===== src/rtl/calc_accumulator_stack.sv =====
// Button-driven accumulator calculator: synchronised execute/undo buttons, eight ops,
// sticky overflow, optional saturation, and a circular undo history.
module calc_accumulator_stack #(
  parameter int ACC_W      = 8,
  parameter int OPND_W     = 3,
  parameter int HIST_DEPTH = 4,
  parameter int SAT_EN     = 0
) (
  input  logic                            clock,
  input  logic                            reset,
  input  logic                            en,
  input  logic                            undo,
  input  logic [OPND_W-1:0]               operand,
  input  logic [2:0]                      op,
  output logic [ACC_W-1:0]                acc,
  output logic                            flag_ovf,
  output logic [$clog2(HIST_DEPTH+1)-1:0] hist_count
);

  localparam int PTR_W = (HIST_DEPTH > 1) ? $clog2(HIST_DEPTH) : 1;
  localparam int CNT_W = $clog2(HIST_DEPTH+1);

  typedef enum logic [2:0] {
    OP_ADD = 3'b000, OP_SUB = 3'b001, OP_XOR = 3'b010, OP_SHL = 3'b011,
    OP_SHR = 3'b100, OP_AND = 3'b101, OP_OR  = 3'b110, OP_CLR = 3'b111
  } op_e;

  // [0] first sync flop, [1] second sync flop, [2] previous synchronised value
  logic [2:0] en_sync, undo_sync;
  logic       en_pls, undo_pls;

  always_ff @(posedge clock) begin
    if (reset) begin
      en_sync   <= '0;
      undo_sync <= '0;
      en_pls    <= 1'b0;
      undo_pls  <= 1'b0;
    end else begin
      en_sync   <= {en_sync[1], en_sync[0], en};
      undo_sync <= {undo_sync[1], undo_sync[0], undo};
      en_pls    <= en_sync[1] & ~en_sync[2];
      undo_pls  <= undo_sync[1] & ~undo_sync[2];
    end
  end

  logic [ACC_W-1:0] acc_q, opx, shl_v, res;
  logic [ACC_W:0]   sum, dif;
  logic             shl_loss, ovf;

  always_comb begin
    opx      = ACC_W'(operand);
    sum      = {1'b0, acc_q} + {1'b0, opx};
    dif      = {1'b0, acc_q} - {1'b0, opx};
    // shifting by >= ACC_W yields zero, so loss reduces to acc_q != 0 there
    shl_v    = acc_q << operand;
    shl_loss = (shl_v >> operand) != acc_q;
    res      = acc_q;
    ovf      = 1'b0;
    case (op_e'(op))
      OP_ADD: begin
        ovf = sum[ACC_W];
        res = (SAT_EN != 0 && ovf) ? '1 : sum[ACC_W-1:0];
      end
      OP_SUB: begin
        ovf = dif[ACC_W];
        res = (SAT_EN != 0 && ovf) ? '0 : dif[ACC_W-1:0];
      end
      OP_XOR: res = acc_q ^ opx;
      OP_SHL: begin
        ovf = shl_loss;
        res = (SAT_EN != 0 && ovf) ? '1 : shl_v;
      end
      OP_SHR: res = acc_q >> operand;
      OP_AND: res = acc_q & opx;
      OP_OR:  res = acc_q | opx;
      default: res = '0;
    endcase
  end

  logic [ACC_W-1:0] hist_mem [HIST_DEPTH];
  logic [PTR_W-1:0] wptr, rptr, wptr_nx;
  logic [CNT_W-1:0] cnt;
  logic             do_undo, do_exec, do_push;

  // wptr names the next slot; when full it also names the oldest entry
  assign rptr    = (wptr == '0) ? PTR_W'(HIST_DEPTH-1) : wptr - 1'b1;
  assign wptr_nx = (wptr == PTR_W'(HIST_DEPTH-1)) ? '0 : wptr + 1'b1;
  assign do_undo = undo_pls;
  assign do_exec = en_pls & ~undo_pls;
  assign do_push = do_exec & (op != OP_CLR);

  always_ff @(posedge clock) begin
    if (!reset && do_push) hist_mem[wptr] <= acc_q;
  end

  always_ff @(posedge clock) begin
    if (reset) begin
      acc_q    <= '0;
      flag_ovf <= 1'b0;
      cnt      <= '0;
      wptr     <= '0;
    end else if (do_undo) begin
      if (cnt != '0) begin
        acc_q <= hist_mem[rptr];
        wptr  <= rptr;
        cnt   <= cnt - 1'b1;
      end
    end else if (do_exec) begin
      if (op == OP_CLR) begin
        acc_q    <= '0;
        flag_ovf <= 1'b0;
        cnt      <= '0;
        wptr     <= '0;
      end else begin
        acc_q <= res;
        wptr  <= wptr_nx;
        if (cnt != CNT_W'(HIST_DEPTH)) cnt <= cnt + 1'b1;
        if (ovf) flag_ovf <= 1'b1;
      end
    end
  end

  assign acc        = acc_q;
  assign hist_count = cnt;

endmodule


===== config.mk =====
export PLATFORM = sky130hd
export DESIGN_NAME = calc_accumulator_stack
export DESIGN_NICKNAME = d
export VERILOG_FILES = /design/src/rtl/calc_accumulator_stack.sv
export SDC_FILE = /design/constraint.sdc
export NUM_CORES = 1
export LEC_CHECK = 0
export ABC_AREA = 1
export CAP_MARGIN = 10
export CORE_ASPECT_RATIO = 1.75
export CORE_MARGIN = 2
export CORE_UTILIZATION = 42
export DETAILED_ROUTE_END_ITERATION = 8
export SYNTH_ARGS = -nofsm -noshare
export SYNTH_HDL_FRONTEND = slang
export SYNTH_SLANG_ARGS = --single-unit
export TNS_END_PERCENT = 1

===== constraint.sdc =====
create_clock -name clock -period 2.9 [get_ports clock]
set_input_delay 0.58 -clock clock [delete_from_list [all_inputs] [get_ports clock]]
set_output_delay 0.58 -clock clock [all_outputs]
set_load 0.01 [all_outputs]

==> results.sh <==
export IMPL_instances_no_fill=637
export IMPL_worst_path_buf_inv=3
export IMPL_syn_nets=512
export IMPL_dr_first_iter_drc_count=139
export IMPL_wl_per_cell_um=16.3
export IMPL_cts_hold_buf=0
export IMPL_root_buffer="clkbuf_16"
export IMPL_die_x_um=74.2
export IMPL_grt_busiest_layer="met2"
export IMPL_drt_pass1_iter_count=5
export IMPL_htreeDepth=2
export IMPL_placedCellCount=629
export IMPL_grt_max_degree=21
export IMPL_fin_ws_ns=0.261
export IMPL_crit_start="operand[0]"
export IMPL_coreArea_sq_um=8310
export IMPL_critPathLaunchType="input pin"
export IMPL_clk_pin_slew_ns=0.06
export IMPL_period_share_pct=91.0
export IMPL_hold_viol_final=0
export IMPL_status="finished, final reports clean"
export IMPL_die_h_um=127
export IMPL_numCtsBuffers=5
export IMPL_worstMarginPinSlew_ns=0.583
export IMPL_endpoint_kind="flop"
export IMPL_cp_required_ns=3.12
export IMPL_design_final_nets=551
export IMPL_max_stage_delay_ns=0.42
export IMPL_timing_rr_start="acc[0]"
export IMPL_grt_usage_pct=23.4
export IMPL_postSynthAreaPerCell_sq_um=7.51
export IMPL_max_vdd_ir_drop_v=0.000277
export IMPL_setup_viol=0
export IMPL_synthCells=482
export IMPL_max_freq_mhz=379
export IMPL_ys_warn_count=0
export IMPL_hpwl_mm=8.06
export IMPL_place_ws_ns=-0.0450
export IMPL_rows=44
export IMPL_drc=0
export IMPL_critPathTopFamily="adder cells"
export IMPL_worstPathMaxFanout=3
export IMPL_cts_resized=0
export IMPL_global_route_usage_met2_pct=43.9
export IMPL_hp_class="flop to flop"
export IMPL_tns_ns=0
export IMPL_ys_seq_area_share_pct=38.7
export IMPL_clock_sinks=54
export IMPL_crit_arrival_ns=2.85
export IMPL_slowest_stage="clkdlybuf4s50_1"
export IMPL_min_period_ns=2.64
export IMPL_postRouteAntennaNets=0
export IMPL_cts_setup_buffers=0
export IMPL_routabilityCongestion=0.941
export IMPL_synth_edf_count=32
export IMPL_min_from="undo_sync[2]"
export IMPL_drive_gt1_share_pct=11.9
export IMPL_ys_flop_type="edfxtp_1"
export IMPL_fillers=833
export IMPL_start_util_pct=43.5
export IMPL_antenna_found_initial=0
export IMPL_ys_async_sr_fraction_pct=0
export IMPL_path_class="input pin to flop"
export IMPL_final_common_cell="nand2_1"
export IMPL_met3_usage_pct=1.83
export IMPL_n_antenna_cell=0
export IMPL_finalWirelength_mm=10.4
export IMPL_utilization_pct=51.5
export IMPL_cts_tree="built"
export IMPL_synth_distinct_cells=41
export IMPL_crit_path_cell_trace="clkdlybuf4s50_1, buf_4, ha_1, fa_1, nand2_1, a21oi_1, inv_1, nor2_1, nand2_1, nor2_1, o311ai_0, nand2_1, a31oi_1"
export IMPL_crit_top_cell="nand2_1"
export IMPL_design_die_area_sq_um=9410
export IMPL_grt_setup_unrepaired="false"
export IMPL_layout_common_cells="112 x nand2_1, 72 x nand3_1, 49 x inv_1"
export IMPL_p_leak_nw=1.75
export IMPL_grt_overflow_total=0
export IMPL_p_per_area_nw_per_um2=397
export IMPL_insertion_delay_ns=0.29
export IMPL_finClkSkew_ns=0.00436
export IMPL_hold_worst_slack_ns=0.391
export IMPL_drv_cap=0
export IMPL_viasPerCell=5.48
export IMPL_synth_area_sq_um=3620
export IMPL_ioPinCount=22
export IMPL_globalRouteMet1Util_pct=24.6
export IMPL_grt_pass1_wl_mm=16.9
export IMPL_vias=3488
export IMPL_finalMaxSlewViolations=0
export IMPL_grt_pass1_vias=3444
export IMPL_cts_buffer_depth=2
export IMPL_syn_to_final_growth_pct=18.2
export IMPL_numPortBuffers=21
export IMPL_synth_seq_cells=54
export IMPL_max_slew_margin_pct=61.1
## registers in the layout, indices dropped and copies added (netlist names)
register    flops
hist_mem       32
acc             8
en_sync         3
hist_count      3
undo_sync       3
wptr            2
do_undo         1
en_pls          1
flag_ovf        1
## per-layer routing
metal  up-vias  wire length [um]
li1       1734                 -
met1      1653              3870
met2        75              5900
met3        26               193
met4         0               443
met5         -                 0
## worst paths after layout
kind	endpoint	slack, ns	cells past startpoint
min reg2reg	do_undo	0.39	1
min	do_undo	0.39	1
max	acc[6]	0.26	13
max reg2reg	acc[6]	0.54	11
## worst register-to-register path: stages, from the launching register on
cell and delay (ns):
dfxtp_1 0.42, buf_4 0.21, ha_1 0.22, fa_1 0.22, nand2_1 0.09, a21oi_1 0.19
inv_1 0.06, nor2_1 0.18, a21oi_1 0.09, o311ai_0 0.38, nand2_1 0.10, a31oi_1 0.13
## synthesized netlist by cell type (2+ instances only)
library cell | n | area, sq um
ha_1 | 18 | 225
nand4_1 | 9 | 56.3
a22oi_1 | 2 | 15.0
dfxtp_1 | 22 | 440
edfxtp_1 | 32 | 961
or2_2 | 5 | 31.3
nand3_1 | 72 | 360
inv_2 | 2 | 7.51
nand3_2 | 9 | 90.1
nand2_2 | 5 | 31.3
a221oi_1 | 2 | 17.5
buf_1 | 3 | 11.3
o211ai_1 | 2 | 15.0
a211oi_1 | 3 | 22.5
a31oi_1 | 11 | 68.8
nand2_1 | 112 | 420
inv_1 | 49 | 184
buf_2 | 9 | 45.0
o2111ai_1 | 3 | 26.3
fa_1 | 2 | 40.0
clkbuf_1 | 7 | 26.3
nor2_1 | 34 | 128
and2_1 | 3 | 18.8
o21ai_0 | 23 | 115
nor3_1 | 7 | 35.0
a21oi_1 | 19 | 95.1
o22ai_1 | 3 | 18.8
## logic make-up after synthesis
group	count (synthesis)	share of synthesized area [%]
simple gates	258	32.8
compound gates	78	13.2
buf+inv	72	7.98
flops	54	38.7
fa+ha+maj	20	7.33
## per-stage QoR
stage | area (sq um) | power, mW
floorplan | 3620 | 1.04
global placement | 4140 | 1.15
detailed placement | 4140 | 1.15
CTS | 4270 | 1.71
global route | 4280 | 1.78
finish | 4280 | 1.70
## layout make-up
type                            instances  area (sq um)  share of cell area [%]
Clock buffer                            8           136                    3.19
Inverter                               52           195                    4.56
Sequential cell                        54          1400                    32.7
Timing Repair Buffer                   52           468                    10.9
Tap cell                              115           144                    3.36
Multi-Input combinational cell        356          1930                    45.2
## power breakdown
group          internal (mW)  switching, mW  total, mW
clock                  0.321          0.237      0.558
sequential             0.821         0.0192      0.840
combinational          0.118          0.181      0.300
No activity file was read; power rests on OpenSTA's default activity.
